--- config.mk ---
export PLATFORM = sky130hd
export DESIGN_NAME = aux_run_ctrl_flat
export DESIGN_NICKNAME = d
export VERILOG_FILES = /design/src/rtl/aux_run_ctrl_if.sv /design/src/rtl/aux_run_ctrl.sv /design/src/flat_wrapper.sv
export SDC_FILE = /design/constraint.sdc
export NUM_CORES = 1
export LEC_CHECK = 0
export CELL_PAD_IN_SITES_DETAIL_PLACEMENT = 0
export CELL_PAD_IN_SITES_GLOBAL_PLACEMENT = 1
export CORE_ASPECT_RATIO = 0.7
export CORE_MARGIN = 5
export CORE_UTILIZATION = 35
export DETAILED_ROUTE_END_ITERATION = 6
export MAX_ROUTING_LAYER = met4
export PLACE_DENSITY_LB_ADDON = 0.15
export SETUP_SLACK_MARGIN = 0.1
export SYNTH_ARGS = -nofsm -noshare
export SYNTH_HDL_FRONTEND = slang
export SYNTH_SLANG_ARGS = --single-unit
export TNS_END_PERCENT = 30
--- constraint.sdc ---
create_clock -name clk -period 3.3 [get_ports clk]
set_input_delay 0.825 -clock clk [delete_from_list [all_inputs] [get_ports clk]]
set_output_delay 0.825 -clock clk [all_outputs]
set_load 0.05 [all_outputs]
--- src/rtl/aux_run_ctrl_if.sv ---
// Control/status bundle between the run controller and the core-side logic.
// The master drives the button, mode and core status; the slave returns enable and run status.
interface aux_run_ctrl_if #(
    parameter int StepBit = 16
);
    logic               resume;
    logic [1:0]         mode;
    logic [StepBit-1:0] step_n;
    logic [31:0]        bp_addr;
    logic [31:0]        pc;
    logic               halt;
    logic               en;
    logic               running;
    logic [2:0]         cause;
    logic [StepBit-1:0] steps_done;

    modport master (
        output resume, mode, step_n, bp_addr, pc, halt,
        input  en, running, cause, steps_done
    );

    modport slave (
        input  resume, mode, step_n, bp_addr, pc, halt,
        output en, running, cause, steps_done
    );
endinterface

--- src/rtl/aux_run_ctrl.sv ---
// Run/step/breakpoint controller: debounces the resume button and gates the core
// clock-enable for free run, single step, N-step and run-to-breakpoint.
module aux_run_ctrl #(
    parameter logic [15:0] DebounceMax = 16'd1000,
    parameter int          StepBit     = 16
) (
    input  logic          clk,
    input  logic          rst_n,
    aux_run_ctrl_if.slave bus
);
    typedef enum logic {
        ST_PAUSE,
        ST_RUN
    } state_t;

    localparam logic [2:0] CAUSE_RESET = 3'd0;
    localparam logic [2:0] CAUSE_USER  = 3'd1;
    localparam logic [2:0] CAUSE_HALT  = 3'd2;
    localparam logic [2:0] CAUSE_STEP  = 3'd3;
    localparam logic [2:0] CAUSE_BP    = 3'd4;

    localparam logic [1:0] MODE_STEP  = 2'b01;
    localparam logic [1:0] MODE_NSTEP = 2'b10;
    localparam logic [1:0] MODE_BP    = 2'b11;

    localparam logic [StepBit-1:0] ONE      = StepBit'(1);
    localparam logic [StepBit-1:0] ALL_ONES = '1;

    // ---------------- button synchronizer and debounce ----------------
    logic        sync1_reg;
    logic        sync2_reg;
    logic        level_reg;
    logic        go_reg;
    logic [15:0] db_cnt_reg;
    logic        differ;
    logic        settle;

    assign differ = (sync2_reg != level_reg);
    assign settle = differ && (db_cnt_reg >= (DebounceMax - 16'd1));

    always_ff @(posedge clk or negedge rst_n) begin
        if (!rst_n) begin
            sync1_reg  <= 1'b0;
            sync2_reg  <= 1'b0;
            level_reg  <= 1'b0;
            go_reg     <= 1'b0;
            db_cnt_reg <= 16'd0;
        end else begin
            sync1_reg <= bus.resume;
            sync2_reg <= sync1_reg;
            go_reg    <= 1'b0;
            if (!differ) begin
                db_cnt_reg <= 16'd0;
            end else if (settle) begin
                level_reg  <= sync2_reg;
                db_cnt_reg <= 16'd0;
                // only the press edge produces an event; release is silent
                go_reg     <= sync2_reg;
            end else begin
                db_cnt_reg <= db_cnt_reg + 16'd1;
            end
        end
    end

    // ---------------- run/pause state machine ----------------
    state_t             state_reg,      state_next;
    logic [1:0]         mode_reg,       mode_next;
    logic [StepBit-1:0] budget_reg,     budget_next;
    logic               first_reg,      first_next;
    logic [StepBit-1:0] steps_done_reg, steps_done_next;
    logic [2:0]         cause_reg,      cause_next;

    logic running;
    logic step_mode;
    logic bp_hit;
    logic halt_hit;
    logic en;

    always_ff @(posedge clk or negedge rst_n) begin
        if (!rst_n) begin
            state_reg      <= ST_PAUSE;
            mode_reg       <= 2'b00;
            budget_reg     <= '0;
            first_reg      <= 1'b0;
            steps_done_reg <= '0;
            cause_reg      <= CAUSE_RESET;
        end else begin
            state_reg      <= state_next;
            mode_reg       <= mode_next;
            budget_reg     <= budget_next;
            first_reg      <= first_next;
            steps_done_reg <= steps_done_next;
            cause_reg      <= cause_next;
        end
    end

    always_comb begin
        state_next      = state_reg;
        mode_next       = mode_reg;
        budget_next     = budget_reg;
        first_next      = first_reg;
        steps_done_next = steps_done_reg;
        cause_next      = cause_reg;

        running   = (state_reg == ST_RUN);
        step_mode = (mode_reg == MODE_STEP) || (mode_reg == MODE_NSTEP);
        // 'first' lets a fresh press execute past a halt or a PC already on the breakpoint
        bp_hit    = running && (mode_reg == MODE_BP) && (bus.pc == bus.bp_addr) && !first_reg;
        halt_hit  = running && bus.halt && !first_reg;
        en        = running && !halt_hit && !bp_hit;

        case (state_reg)
            ST_PAUSE: begin
                if (go_reg) begin
                    state_next      = ST_RUN;
                    mode_next       = bus.mode;
                    first_next      = 1'b1;
                    steps_done_next = '0;
                    if (bus.mode == MODE_NSTEP && bus.step_n != '0) begin
                        budget_next = bus.step_n;
                    end else begin
                        budget_next = ONE;
                    end
                end
            end
            ST_RUN: begin
                first_next = 1'b0;
                if (en) begin
                    if (steps_done_reg != ALL_ONES) begin
                        steps_done_next = steps_done_reg + ONE;
                    end
                    if (step_mode) begin
                        budget_next = budget_reg - ONE;
                    end
                end
                // a press coinciding with a higher-priority stop is simply consumed
                if (halt_hit) begin
                    state_next = ST_PAUSE;
                    cause_next = CAUSE_HALT;
                end else if (bp_hit) begin
                    state_next = ST_PAUSE;
                    cause_next = CAUSE_BP;
                end else if (step_mode && budget_reg == ONE) begin
                    state_next = ST_PAUSE;
                    cause_next = CAUSE_STEP;
                end else if (go_reg) begin
                    state_next = ST_PAUSE;
                    cause_next = CAUSE_USER;
                end
            end
            default: begin
                state_next = ST_PAUSE;
            end
        endcase
    end

    assign bus.en         = en;
    assign bus.running    = running;
    assign bus.cause      = cause_reg;
    assign bus.steps_done = steps_done_reg;
endmodule

--- src/flat_wrapper.sv ---
// flat-port wrapper written by rule: the top's interface ports become plain ports
module aux_run_ctrl_flat 
#(
    parameter logic [15:0] DebounceMax = 16'd1000,
    parameter int          StepBit     = 16
)
  (clk, rst_n, bus_resume, bus_mode, bus_step_n, bus_bp_addr, bus_pc, bus_halt, bus_en, bus_running, bus_cause, bus_steps_done);
  aux_run_ctrl_if #(.StepBit(StepBit)) bus_i ();
  input  logic clk;
  input  logic rst_n;
  input wire logic [$bits(bus_i.resume)-1:0] bus_resume;
  input wire logic [$bits(bus_i.mode)-1:0] bus_mode;
  input wire logic [$bits(bus_i.step_n)-1:0] bus_step_n;
  input wire logic [$bits(bus_i.bp_addr)-1:0] bus_bp_addr;
  input wire logic [$bits(bus_i.pc)-1:0] bus_pc;
  input wire logic [$bits(bus_i.halt)-1:0] bus_halt;
  output wire logic [$bits(bus_i.en)-1:0] bus_en;
  output wire logic [$bits(bus_i.running)-1:0] bus_running;
  output wire logic [$bits(bus_i.cause)-1:0] bus_cause;
  output wire logic [$bits(bus_i.steps_done)-1:0] bus_steps_done;
  assign bus_i.resume = bus_resume;
  assign bus_i.mode = bus_mode;
  assign bus_i.step_n = bus_step_n;
  assign bus_i.bp_addr = bus_bp_addr;
  assign bus_i.pc = bus_pc;
  assign bus_i.halt = bus_halt;
  assign bus_en = bus_i.en;
  assign bus_running = bus_i.running;
  assign bus_cause = bus_i.cause;
  assign bus_steps_done = bus_i.steps_done;
  aux_run_ctrl #(.DebounceMax(DebounceMax), .StepBit(StepBit)) u_core (.clk(clk), .rst_n(rst_n), .bus(bus_i));
endmodule
==> summary.md, run 1 <==
| Metric | Value |
|---|---|
| Result of the run | finished clean |
| Mapped Cells | 378 |
| Async set-or-reset flop fraction in the synthesized netlist | 100% |
| Reg area | 1480 um2 |
| Via count of the first global-routing pass | 3307 |
| IO buf count | 106 |
| P&R area growth vs syn | 49.4% |
| Number of design rule violations left after detail routing | 0 |
| Maximum Capacitance Violations | 0 |
| Placer Congestion | 0.783 |
| Initial antenna violation count | 0 |
| Category of the most critical setup path | in2out |
| Initial Utilization | 35.9% |
| Top Family by Delay on Critical Path | simple AND/OR/NAND/NOR gates |
| Die ar. | 12100 um2 |
| Final hold slack | 353 ps |
| Antenna Diode Count | 0 |
| Detail Placement HPWL | 8.00 mm |
| Floorplan die width | 129 um |
| Max Slew Vio Count | 0 |
| Largest incremental delay on the critical path | 440 ps |
| Endpoint required time on the critical path | 2470 ps |
| Post-synthesis sequential area ratio | 42.3% |
| Avg Cell Area, Syn | 9.23 um2 |
| Prevailing post-synth register cell | dfrtp_1 |
| Setup repair after global routing missed its margin | true |
| Critical path data arrival time | 2350 ps |
| Total via count in the routed design | 3443 |
| Worst slew slack as a fraction of its limit | 31.9% |
| Standard-cell row count | 30 |
| Transition time at the pin with the least slew margin | 1020 ps |
| Area inside the core boundary | 9720 um2 |
| Maximum number of pins on one net before global-route repair | 47 |
| Via density per instance | 5.35 |
| Average routed wire per standard cell | 17.0 um |
| Number of flops mapped to enable cells by yosys | 0 |
| Master cell of the clock root buffer | clkbuf_16 |
| Final setup vio count | 0 |
| Number of warnings issued by yosys | 0 |
| Die Height | 93.5 um |
| Crit share post-route | 96.1% |
| Drt total wl | 10.9 mm |
| Antenna Nets Post-Route | 0 |
| Cell area after synthesis | 3490 um2 |
| Min setup slack post-route | 128 ps |
| Number of nets in the finished design | 602 |
| Area taken by multi-input logic gates | 1990 um2 |
| Number of distinct standard cells referenced by the synthesized netlist | 47 |
| # IOs | 107 |
| Source-to-sink clock delay at the later pin of the worst-skew pair | 330 ps |
| Leakage power summed over all cells | 2.26 nW |
| Length of the first detailed-routing pass in iterations | 4 |
| Clock Sinks | 59 |
| Fill cell count | 888 |
| Kind of end point of the critical path | primary output |
| Sum of overflow across all layers after global routing | 0 |
| TritonCTS Buffers | 9 |
| Clock transition at the register clock pins on the worst setup and hold paths after CTS | 60 ps |
| Fraction of final layout cells with drive strength greater than 1 | 13.6% |
| Final hold vios | 0 |
| Crit start category | input port |
| Crit path buffers/inverters | 2 |
| Flop2flop setup slack | 700 ps |
| Register bit total from synthesis | 59 |
| Count of H-tree levels built during CTS | 3 |
| Wire length of the first global-routing pass | 17.3 mm |
| Cell chain of the critical path | dlygate4sd2_1 > xor2_1 > nor4_1 > nand4_1 > or3_4 > nand2_4 > nor2_4 > buf_8 |
| Pre-CTS WS | -261 ps |
| Final critical path time including I/O delays and setup | 3170 ps |
| Hold Crit Class | reg2reg |
| Slowest cell on crit path | or3_4 |
| Global routing usage summed across all routing layers | 18.6% |
| Power Dens Cells | 696 nW/um2 |
| Maximum clock path buffer count | 2 |
| Post-route clock skew | 5.89 ps |
| Max Fclk | 315 MHz |
| CTS tree | yes |
| VDD IR max | 0.501 mV |
| DRC marker count from the first detailed-route iteration | 210 |
| Crit-path max FO | 2 |
==> metrics by stage <==
step | cell area [um2] | utilization [%] | instances | TNS (ps) | power [mW]
floorplan | 3510 | - | 383 | 0 | 1.96
global placement | 4830 | 49.7 | 623 | -278 | 2.50
detailed placement | 4830 | 49.7 | 623 | -261 | 2.51
CTS | 5200 | 53.5 | 644 | 0 | 3.63
global route | 5210 | 53.6 | 644 | 0 | 3.85
finish | 5210 | 53.6 | 644 | 0 | 3.63
==> routing by layer <==
metal | track usage [%] | up-vias | wire, um
li1 | - | 1677 | -
met1 | 25.6 | 1651 | 5240
met2 | 27.6 | 110 | 4800
met3 | 5.54 | 5 | 810
met4 | 3.41 | 0 | 67
met5 | - | - | 0
==> worst register-to-register path: stages, from the launching register on <==
cell and delay [ps]:
dfrtp_1 430, ha_1 260, nand3_1 190, nor4_1 90
buf_4 150, a31oi_1 550, nor2_1 110, buf_4 210
o41ai_1 350, o41ai_1 130
==> repair_timing <==
item	CTS	global route
gates cloned	0	0
buffers inserted	5	0
endpoints found under the setup margin	1	8
pin swaps	35	18
hold buffers	0	0
gates resized for setup	97	26
==> cell usage in the layout (no fill, tap or decap), types with 14 or more instances in the layout <==
cell type,synthesis,routed
dfrtp_1,59,59
clkdlybuf4s50_1,0,42
nand2_1,37,36
clkdlybuf4s15_1,0,36
xor2_1,33,33
buf_4,0,26
nor2_1,26,25
dlygate4sd2_1,0,19
nand3_1,14,14
==> synth_stat cells (3+ instances only) <==
cell      instances  area share (%)
ha_1              5             1.8
a31oi_1           6             1.1
nand4_1           9             1.6
o41ai_1          13             3.3
xnor2_1           7             1.8
clkbuf_1         14             1.5
nor3_1           14             2.0
o22a_1            4             1.0
o21ai_0           7             1.0
inv_1            10             1.1
o31ai_1           8             1.7
and3_2            3            0.65
and2_1            5            0.90
nor2_1           26             2.8
nand3_1          14             2.0
a22oi_1           8             1.7
nand2_1          37             4.0
nor3b_1           3            0.65
and3_1           10             1.8
or3_1            11             2.0
nand3b_1          5             1.1
xor2_1           33             8.3
dfrtp_1          59              42
nor4_1           15             2.7
a211o_1           8             2.0
a21oi_1          13             1.9
==> report_power, final <==
| part | total [mW] | internal, mW | switching [mW] |
|---|---|---|---|
| clock | 1.10 | 0.743 | 0.360 |
| sequential | 1.07 | 0.886 | 0.188 |
| combinational | 1.45 | 0.593 | 0.855 |
| total | 3.63 | 2.22 | 1.40 |
==> kinds of logic (layout without fill, tap and decap cells) <==
logic type | count (synthesis) | count (layout) | synth area share [%]
AOI/OAI and AO/OA | 83 | 83 | 17.7
xor gates and xnor gates | 40 | 40 | 10.0
adders and majority gates | 5 | 5 | 1.79
buffers and inverters | 25 | 158 | 2.72
DFF | 59 | 59 | 42.3
muxes | 2 | 2 | 0.645
other | 1 | 6 | 0.107
and+or+nand+nor | 163 | 163 | 24.7
==> path summary, 6_finish.rpt <==
check                                    startpoint                        to  cells past startpoint
hold / removal                     u_core.sync1_reg          u_core.sync2_reg                      0
max in group asynchronous                     rst_n      u_core.budget_reg[9]                      2
min in group asynchronous                     rst_n  u_core.bus.steps_done[5]                      1
setup / recovery                    bus_bp_addr[24]                    bus_en                      8
setup reg to reg           u_core.bus.steps_done[0]  u_core.bus.steps_done[6]                      9
hold reg to reg                    u_core.sync1_reg          u_core.sync2_reg                      0
==> final cells by class <==
cell class	count	area share, %
clock buffers	9	4.32
multi-input cells	299	38.1
inverters	10	0.720
repair buffers	132	23.1
flip-flops and latches	59	28.3
well taps	128	3.07
clock inverters	7	2.38
Power figures use the tool's default switching activity.
==> run 2, diff against run 1 <==
--- a/config.mk
+++ b/config.mk
@@ -5,14 +5,16 @@
 export SDC_FILE = /design/constraint.sdc
 export NUM_CORES = 1
 export LEC_CHECK = 0
+export ABC_AREA = 1
 export CELL_PAD_IN_SITES_DETAIL_PLACEMENT = 0
 export CELL_PAD_IN_SITES_GLOBAL_PLACEMENT = 1
 export CORE_ASPECT_RATIO = 0.7
 export CORE_MARGIN = 5
-export CORE_UTILIZATION = 35
+export CORE_UTILIZATION = 34
 export DETAILED_ROUTE_END_ITERATION = 6
 export MAX_ROUTING_LAYER = met4
 export PLACE_DENSITY_LB_ADDON = 0.15
+export RECOVER_POWER = 50
 export SETUP_SLACK_MARGIN = 0.1
 export SYNTH_ARGS = -nofsm -noshare
 export SYNTH_HDL_FRONTEND = slang
==> run 2 against run 1 <==
The flow now finishes with violations (max-capacitance violations, max-slew violations); flip-flop and latch count unchanged; area after synthesis increased by 13%; synthesized cell count increased by 48%; global-route usage decreased by 2.2 points; combinational power decreased by 4%; clock power decreased by 16%; largest cell class unchanged.
==> summary.md, run 2 <==
| Metric | Value |
|---|---|
| Fraction of final layout cells with drive strength greater than 1 | 7.64% (-5.9 points) |
| Crit share post-route | 90.0% (-6.2 points) |
| Max Fclk | 337 MHz (+6.8%) |
| Crit start category | input port |
| Crit-path max FO | 2 (unchanged) |
| Hold Crit Class | reg2reg |
| Category of the most critical setup path | in2out |
| Via count of the first global-routing pass | 3682 (+11%) |
| Final critical path time including I/O delays and setup | 2970 ps (-203 ps) |
| Most numerous cell in the Yosys netlist | nand2_1 |
| Avg Cell Area, Syn | 7.03 um2 (-24%) |
| Via density per instance | 4.52 (-15%) |
| Post-synthesis sequential area ratio | 37.5% (-4.8 points) |
| Transition time at the pin with the least slew margin | 1680 ps (+658 ps) |
| Power Dens Cells | 603 nW/um2 (-13%) |
| Maximum clock path buffer count | 2 (unchanged) |
| Sum of overflow across all layers after global routing | 0 (unchanged) |
| Top Family by Delay on Critical Path | buffers and inverters |
| Setup fix buffers added after clock tree synthesis | 0 (-5) |
| Mapped Cells | 560 (+48%) |
| Cell area after layout | 5450 um2 (+4.5%) |
| Number of distinct standard cells referenced by the synthesized netlist | 40 (-15%) |
| Initial Utilization | 35.2% (-0.65 points) |
| Async set-or-reset flop fraction in the synthesized netlist | 100% (unchanged) |
| Final sum of negative setup slack | 0 ps (unchanged) |
| Final hold vios | 0 (unchanged) |
| Clock transition at the register clock pins on the worst setup and hold paths after CTS | 50 ps (about the same) |
| Floorplan die width | 139 um (+7.2%) |
| Share of power burned in the clock network | 28.0% (-2.4 points) |
| Master cell of the clock root buffer | clkbuf_16 |
| CTS tree | yes |
| Number of buffers inserted for hold repair after clock tree synthesis | 0 (unchanged) |
| Proportion of total power due to net switching | 41.1% (+2.3 points) |
| Final setup vio count | 0 (unchanged) |
| Post-synthesis cell type with the largest combined area | dfrtp_1 |
| Dpl cell area | 5170 um2 (+7.2%) |
| Kind of end point of the critical path | primary output |
| Initial antenna violation count | 0 (unchanged) |
| Global routing usage summed across all routing layers | 16.5% (-2.2 points) |
| Length of the first detailed-routing pass in iterations | 4 (unchanged) |
| Crit path buffers/inverters | 2 (unchanged) |
| Post-cts repair resize count | 0 (-100%) |
| Top cell by count, worst path | nand2_1 |
| TritonCTS Buffers | 9 (unchanged) |
| Endpoint required time on the critical path | 2470 ps (about the same) |
| Number of design rule violations left after detail routing | 0 (unchanged) |
| Number of flops mapped to enable cells by yosys | 0 (unchanged) |
| Drt total wl | 10.6 mm (-3.1%) |
| DRC marker count from the first detailed-route iteration | 138 (-34%) |
| Failing checks | max-capacitance violations, max-slew violations |
| VDD IR max | 0.328 mV (-34%) |
| Power Internal | 1.94 mW (-13%) |
| P&R area growth vs syn | 38.4% |
| Commonest cells after routing, fill and taps aside | nand2_1 (175), clkdlybuf4s50_1 (103), inv_1 (79), nor2_1 (61), dfrtp_1 (59) |
| Source-to-sink clock delay at the later pin of the worst-skew pair | 330 ps (about the same) |
| Count of H-tree levels built during CTS | 3 (unchanged) |
| Antenna Nets Post-Route | 0 (unchanged) |
| Most instantiated cells after synthesis | nand2_1 (175), inv_1 (79), nor2_1 (61), dfrtp_1 (59), nand3_1 (40) |
| Cell area after synthesis | 3940 um2 (+13%) |
| Die Height | 100 um (+6.9%) |
| Fraction of synthesized cell area taken by the top area cell type | 37.5% (-4.8 points) |
| Cell chain of the critical path | clkdlybuf4s50_1 > nand2_1 > nand2_1 > nand2_1 > nor2_1 > nand2_1 > nor2_2 > a31oi_1 > buf_4 |
| Maximum Capacitance Violations | 1 (+1) |
| Prevailing post-synth register cell | dfrtp_1 |
| Slowest cell on crit path | clkdlybuf4s50_1 |
| Critical path data arrival time | 2140 ps (-210 ps) |
| Post-route clock skew | 6.47 ps (+0.583 ps) |
| Seq pwr share | 29.6% (about the same) |
| # IOs | 107 (unchanged) |
| Number of nets in the finished design | 767 (+27%) |
| Placer Congestion | 0.873 (+12%) |
| Largest incremental delay on the critical path | 470 ps (+30 ps) |
| Setup repair after global routing missed its margin | false |
| Wire length of the first global-routing pass | 18.0 mm (+4.0%) |
| Worst slew slack as a fraction of its limit | -11.9% (-44 points) |
| Average routed wire per standard cell | 12.7 um (-25%) |
| Die ar. | 13900 um2 (+15%) |
| Ranking of synthesized cells by area | dfrtp_1 (37%), nand2_1 (17%), inv_1 (7.5%) |
| Detail Placement HPWL | 8.24 mm (+3.0%) |
| Clock Sinks | 59 (unchanged) |
| Most common cell after layout, fill and taps aside | nand2_1 |
| Antenna Diode Count | 0 (unchanged) |
| Total via count in the routed design | 3772 (+9.6%) |
| Result of the run | finished with violations |
| Maximum number of pins on one net before global-route repair | 33 (-30%) |
| Max Slew Vio Count | 31 (+31) |
| Standard-cell row count | 32 (+6.7%) |
| Net switching component of the power | 1.35 mW (-3.9%) |
| Register bit total from synthesis | 59 (unchanged) |
| Area inside the core boundary | 11200 um2 (+15%) |
| Fill cell count | 1109 (+25%) |
| Leakage power summed over all cells | 2.59 nW (+15%) |
| Number of warnings issued by yosys | 0 (unchanged) |
| Share of total power in combinational logic | 42.4% (+2.5 points) |
| IO buf count | 106 (unchanged) |
## run 2: logic make-up (layout without fill, tap and decap cells)
kind of cell,Yosys count,after routing,share of synthesized area (%)
AND/OR/NAND/NOR,314,314,34.6
buffers and inverters,92,208,9.79
AO/OA/AOI/OAI,59,59,9.72
flip-flops,59,59,37.5
XOR/XNOR,29,29,6.45
adder cells (fa/ha/maj),5,5,1.59
other,1,6,0.0952
multiplexers,1,1,0.286
## run 2: worst paths after layout
path | start | to | slack [ps] | cells past startpoint
setup / recovery | bus_pc[20] | bus_en | 330 | 9
hold / removal | u_core.sync1_reg | u_core.sync2_reg | 350 | 0
setup reg to reg | u_core.bus.running | u_core.mode_reg[1] | 990 | 5
hold reg to reg | u_core.sync1_reg | u_core.sync2_reg | 350 | 0
max in group asynchronous | rst_n | u_core.bus.steps_done[5] | 810 | 2
min in group asynchronous | rst_n | u_core.budget_reg[7] | 920 | 1
## run 2: layout make-up
type,instances,area [um2],area share [%]
Inverter,80,300,5.51
Clock inverter,7,68.8,1.26
Tap cell,153,191,3.51
Clock buffer,9,225,4.13
Multi-Input combinational cell,414,2090,38.4
Sequential cell,59,1480,27.1
Timing Repair Buffer,112,1090,20.0
## run 2: layer usage
| layer | track usage [%] | vias up | part of all wire [%] | wire (um) |
|---|---|---|---|---|
| met5 | - | - | 0 | 0 |
| met4 | 3.83 | 0 | 0.77 | 82 |
| met3 | 4.43 | 7 | 3.8 | 401 |
| met2 | 25.5 | 59 | 45 | 4760 |
| met1 | 21.8 | 1719 | 51 | 5350 |
| li1 | - | 1987 | - | - |
## run 2: power by group through the flow
stage	clock network [mW]	logic (mW)	registers, mW
floorplan	0	0.946	1.04
global placement	0	1.38	0.976
detailed placement	0	1.40	0.981
CTS	0.950	1.41	0.970
global route	0.974	1.57	0.991
finish	0.920	1.39	0.972
## run 2: stage by stage
stage | setup slack (ps) | util, % | instances | total power [mW] | hold slack (ps)
global placement | 320 | 46.3 | 818 | 2.36 | 333
global route | 184 | 48.8 | 834 | 3.53 | 375
detailed placement | 319 | 46.3 | 818 | 2.38 | 346
CTS | 319 | 48.9 | 834 | 3.33 | 358
floorplan | 453 | - | 565 | 1.99 | 331
finish | 331 | 48.8 | 834 | 3.28 | 354
==> run 3, diff against run 2 <==
--- a/config.mk
+++ b/config.mk
@@ -8,10 +8,11 @@
 export ABC_AREA = 1
 export CELL_PAD_IN_SITES_DETAIL_PLACEMENT = 0
 export CELL_PAD_IN_SITES_GLOBAL_PLACEMENT = 1
-export CORE_ASPECT_RATIO = 0.7
+export CORE_ASPECT_RATIO = 0.6
 export CORE_MARGIN = 5
 export CORE_UTILIZATION = 34
 export DETAILED_ROUTE_END_ITERATION = 6
+export GPL_TIMING_DRIVEN = 0
 export MAX_ROUTING_LAYER = met4
 export PLACE_DENSITY_LB_ADDON = 0.15
 export RECOVER_POWER = 50
==> run 3 against run 2 <==
The flow now finishes without violations; critical path type unchanged; highest routed layer unchanged; largest cell class unchanged; maximum frequency fell by 1.2%; flip-flop and latch count unchanged; combinational power up 8%; via count up 1.8%; critical endpoint unchanged; total power increased by 3.9%.
==> summary.md, run 3 (same netlist as run 2, synthesis figures left out) <==
| Metric | Value |
|---|---|
| Result of the run | finished clean |
| Total via count in the routed design | 3841 (+1.8%) |
| Category of the most critical setup path | in2out |
| Die ar. | 13900 um2 (+0.26%) |
| Antenna Diode Count | 0 (unchanged) |
| Critical path data arrival time | 2180 ps (+40 ps) |
| Crit-path max FO | 2 (unchanged) |
| Final hold slack | 348 ps (-5.96 ps) |
| Cell area after layout | 5520 um2 (+1.3%) |
| Slowest cell on crit path | clkdlybuf4s50_1 |
| Source-to-sink clock delay at the later pin of the worst-skew pair | 330 ps (about the same) |
| Top Family by Delay on Critical Path | buffers and inverters |
| Standard-cell row count | 30 (-6.3%) |
| Number of buffers inserted for hold repair after clock tree synthesis | 0 (unchanged) |
| Worst slew slack as a fraction of its limit | 9.35% (+21 points) |
| Average routed wire per standard cell | 13.1 um (+2.9%) |
| Endpoint required time on the critical path | 2470 ps (about the same) |
| Util after Layout | 48.8% (+0.058 points) |
| Post-route clock skew | 10.3 ps (+3.82 ps) |
| Clock Sinks | 59 (unchanged) |
| VDD IR max | 0.457 mV (+39%) |
| Initial Utilization | 34.9% (-0.40 points) |
| Max Slew Vio Count | 0 (-100%) |
| Transition time at the pin with the least slew margin | 1360 ps (-319 ps) |
| Setup repair after global routing missed its margin | false |
| TritonCTS Buffers | 9 (unchanged) |
| Via density per instance | 4.53 (+0.15%) |
| Initial antenna violation count | 0 (unchanged) |
| Count of H-tree levels built during CTS | 3 (unchanged) |
| Most common cell after layout, fill and taps aside | nand2_1 |
| Sum of overflow across all layers after global routing | 0 (unchanged) |
| Master cell of the clock root buffer | clkbuf_16 |
| Commonest cells after routing, fill and taps aside | nand2_1 (175), clkdlybuf4s50_1 (103), inv_1 (79), nor2_1 (60), dfrtp_1 (59) |
| Placer Congestion | 0.858 (-1.7%) |
| Crit. Startpoint | bus_pc[15] |
| Final setup vio count | 0 (unchanged) |
| Length of the first detailed-routing pass in iterations | 4 (unchanged) |
| Global routing usage summed across all routing layers | 17.1% (+0.68 points) |
| Setup fix buffers added after clock tree synthesis | 0 (unchanged) |
| Top cell by count, worst path | nand2_1 |
| Maximum clock path buffer count | 2 (unchanged) |
| Via count of the first global-routing pass | 3766 (+2.3%) |
| Crit start category | input port |
| Crit path buffers/inverters | 2 (unchanged) |
| Largest incremental delay on the critical path | 490 ps (+20 ps) |
| Number of nets in the finished design | 774 (+0.91%) |
| Maximum number of pins on one net before global-route repair | 38 (+15%) |
| # IOs | 107 (unchanged) |
| Number of design rule violations left after detail routing | 0 (unchanged) |
| Reg-to-Reg Start | u_core.db_cnt_reg[0] |
| Kind of end point of the critical path | primary output |
| Power Dens Cells | 619 nW/um2 (+2.6%) |
| DRC marker count from the first detailed-route iteration | 189 (+37%) |
| P&R area growth vs syn | 40.1% |
| Crit share post-route | 91.1% (+1.1 points) |
| Floorplan die width | 149 um (+7.4%) |
| Leakage power summed over all cells | 2.62 nW (+0.96%) |
| Antenna Nets Post-Route | 0 (unchanged) |
| Final sum of negative setup slack | 0 ps (unchanged) |
| Dpl cell area | 5230 um2 (+1.1%) |
| Detail Placement HPWL | 8.86 mm (+7.4%) |
| Die Height | 93.4 um (-6.7%) |
| Clock transition at the register clock pins on the worst setup and hold paths after CTS | 50 ps (about the same) |
| Final critical path time including I/O delays and setup | 3000 ps (+35.6 ps) |
| Pwr Total | 3.41 mW (+3.9%) |
| Wire length of the first global-routing pass | 18.6 mm (+3.5%) |
| Drt total wl | 11.1 mm (+4.7%) |
| CTS tree | yes |
| Area inside the core boundary | 11300 um2 (+1.1%) |
| Fraction of final layout cells with drive strength greater than 1 | 7.99% (+0.36 points) |
| Hold Crit Class | reg2reg |
| Hold path startpoint | u_core.sync1_reg |
| Cell chain of the critical path | clkdlybuf4s50_1 > nand2_1 > nand2_1 > nand2_1 > nor2_1 > nand2_1 > nor2_2 > a31oi_1 > buf_2 |
| Maximum Capacitance Violations | 0 (-1) |
| Max Fclk | 333 MHz (-1.2%) |
| Post-cts repair resize count | 6 (+6) |
| IO buf count | 106 (unchanged) |
| Final hold vios | 0 (unchanged) |
run 3: cell type report:
cell class                      count  area, um2
Clock buffer                       10        239
Clock inverter                      6       65.1
Fill cell                        1109       5780
Sequential cell                    59       1480
Inverter                           80        300
Timing Repair Buffer              107       1050
Tap cell                          160        200
Multi-Input combinational cell    414       2100
Buffer                             12       83.8
run 3: worst reg2reg max path: cells and delay by family (launching register included):
family                   cells  cell delay, ps
flip-flops                   1             390
AND/OR/NAND/NOR              3             830
adder cells (fa/ha/maj)      1             210
buffers and inverters        1              60
AO/OA/AOI/OAI                1             590
run 3: worst paths after layout:
check                                  endpoint  slack, ps  cells after the start
setup / recovery                         bus_en        300                      9
hold / removal                 u_core.sync2_reg        350                      0
setup reg to reg           u_core.db_cnt_reg[3]       1130                      6
hold reg to reg                u_core.sync2_reg        350                      0
max in group asynchronous  u_core.db_cnt_reg[6]        930                      2
min in group asynchronous  u_core.budget_reg[8]        790                      1
run 3: through the flow:
stage / setup slack, ps / std cells
floorplan: 453 / 565
global placement: -619 / 831
detailed placement: -274 / 832
CTS: 229 / 848
global route: 114 / 848
finish: 295 / 848
run 3: layer usage:
metal / vias to the layer above / part of all wire [%] / GRT usage [%]
met4: 0 / 0.88 / 3.73
li1: 2003 / - / -
met1: 1741 / 52 / 24.7
met3: 10 / 4.1 / 3.97
met2: 87 / 43 / 24.5
met5: - / 0 / -
run 3: power by group:
group | total [mW] | switching, mW | internal [mW]
logic | 1.50 | 0.943 | 0.561
clock network | 0.947 | 0.343 | 0.604
registers | 0.963 | 0.113 | 0.849
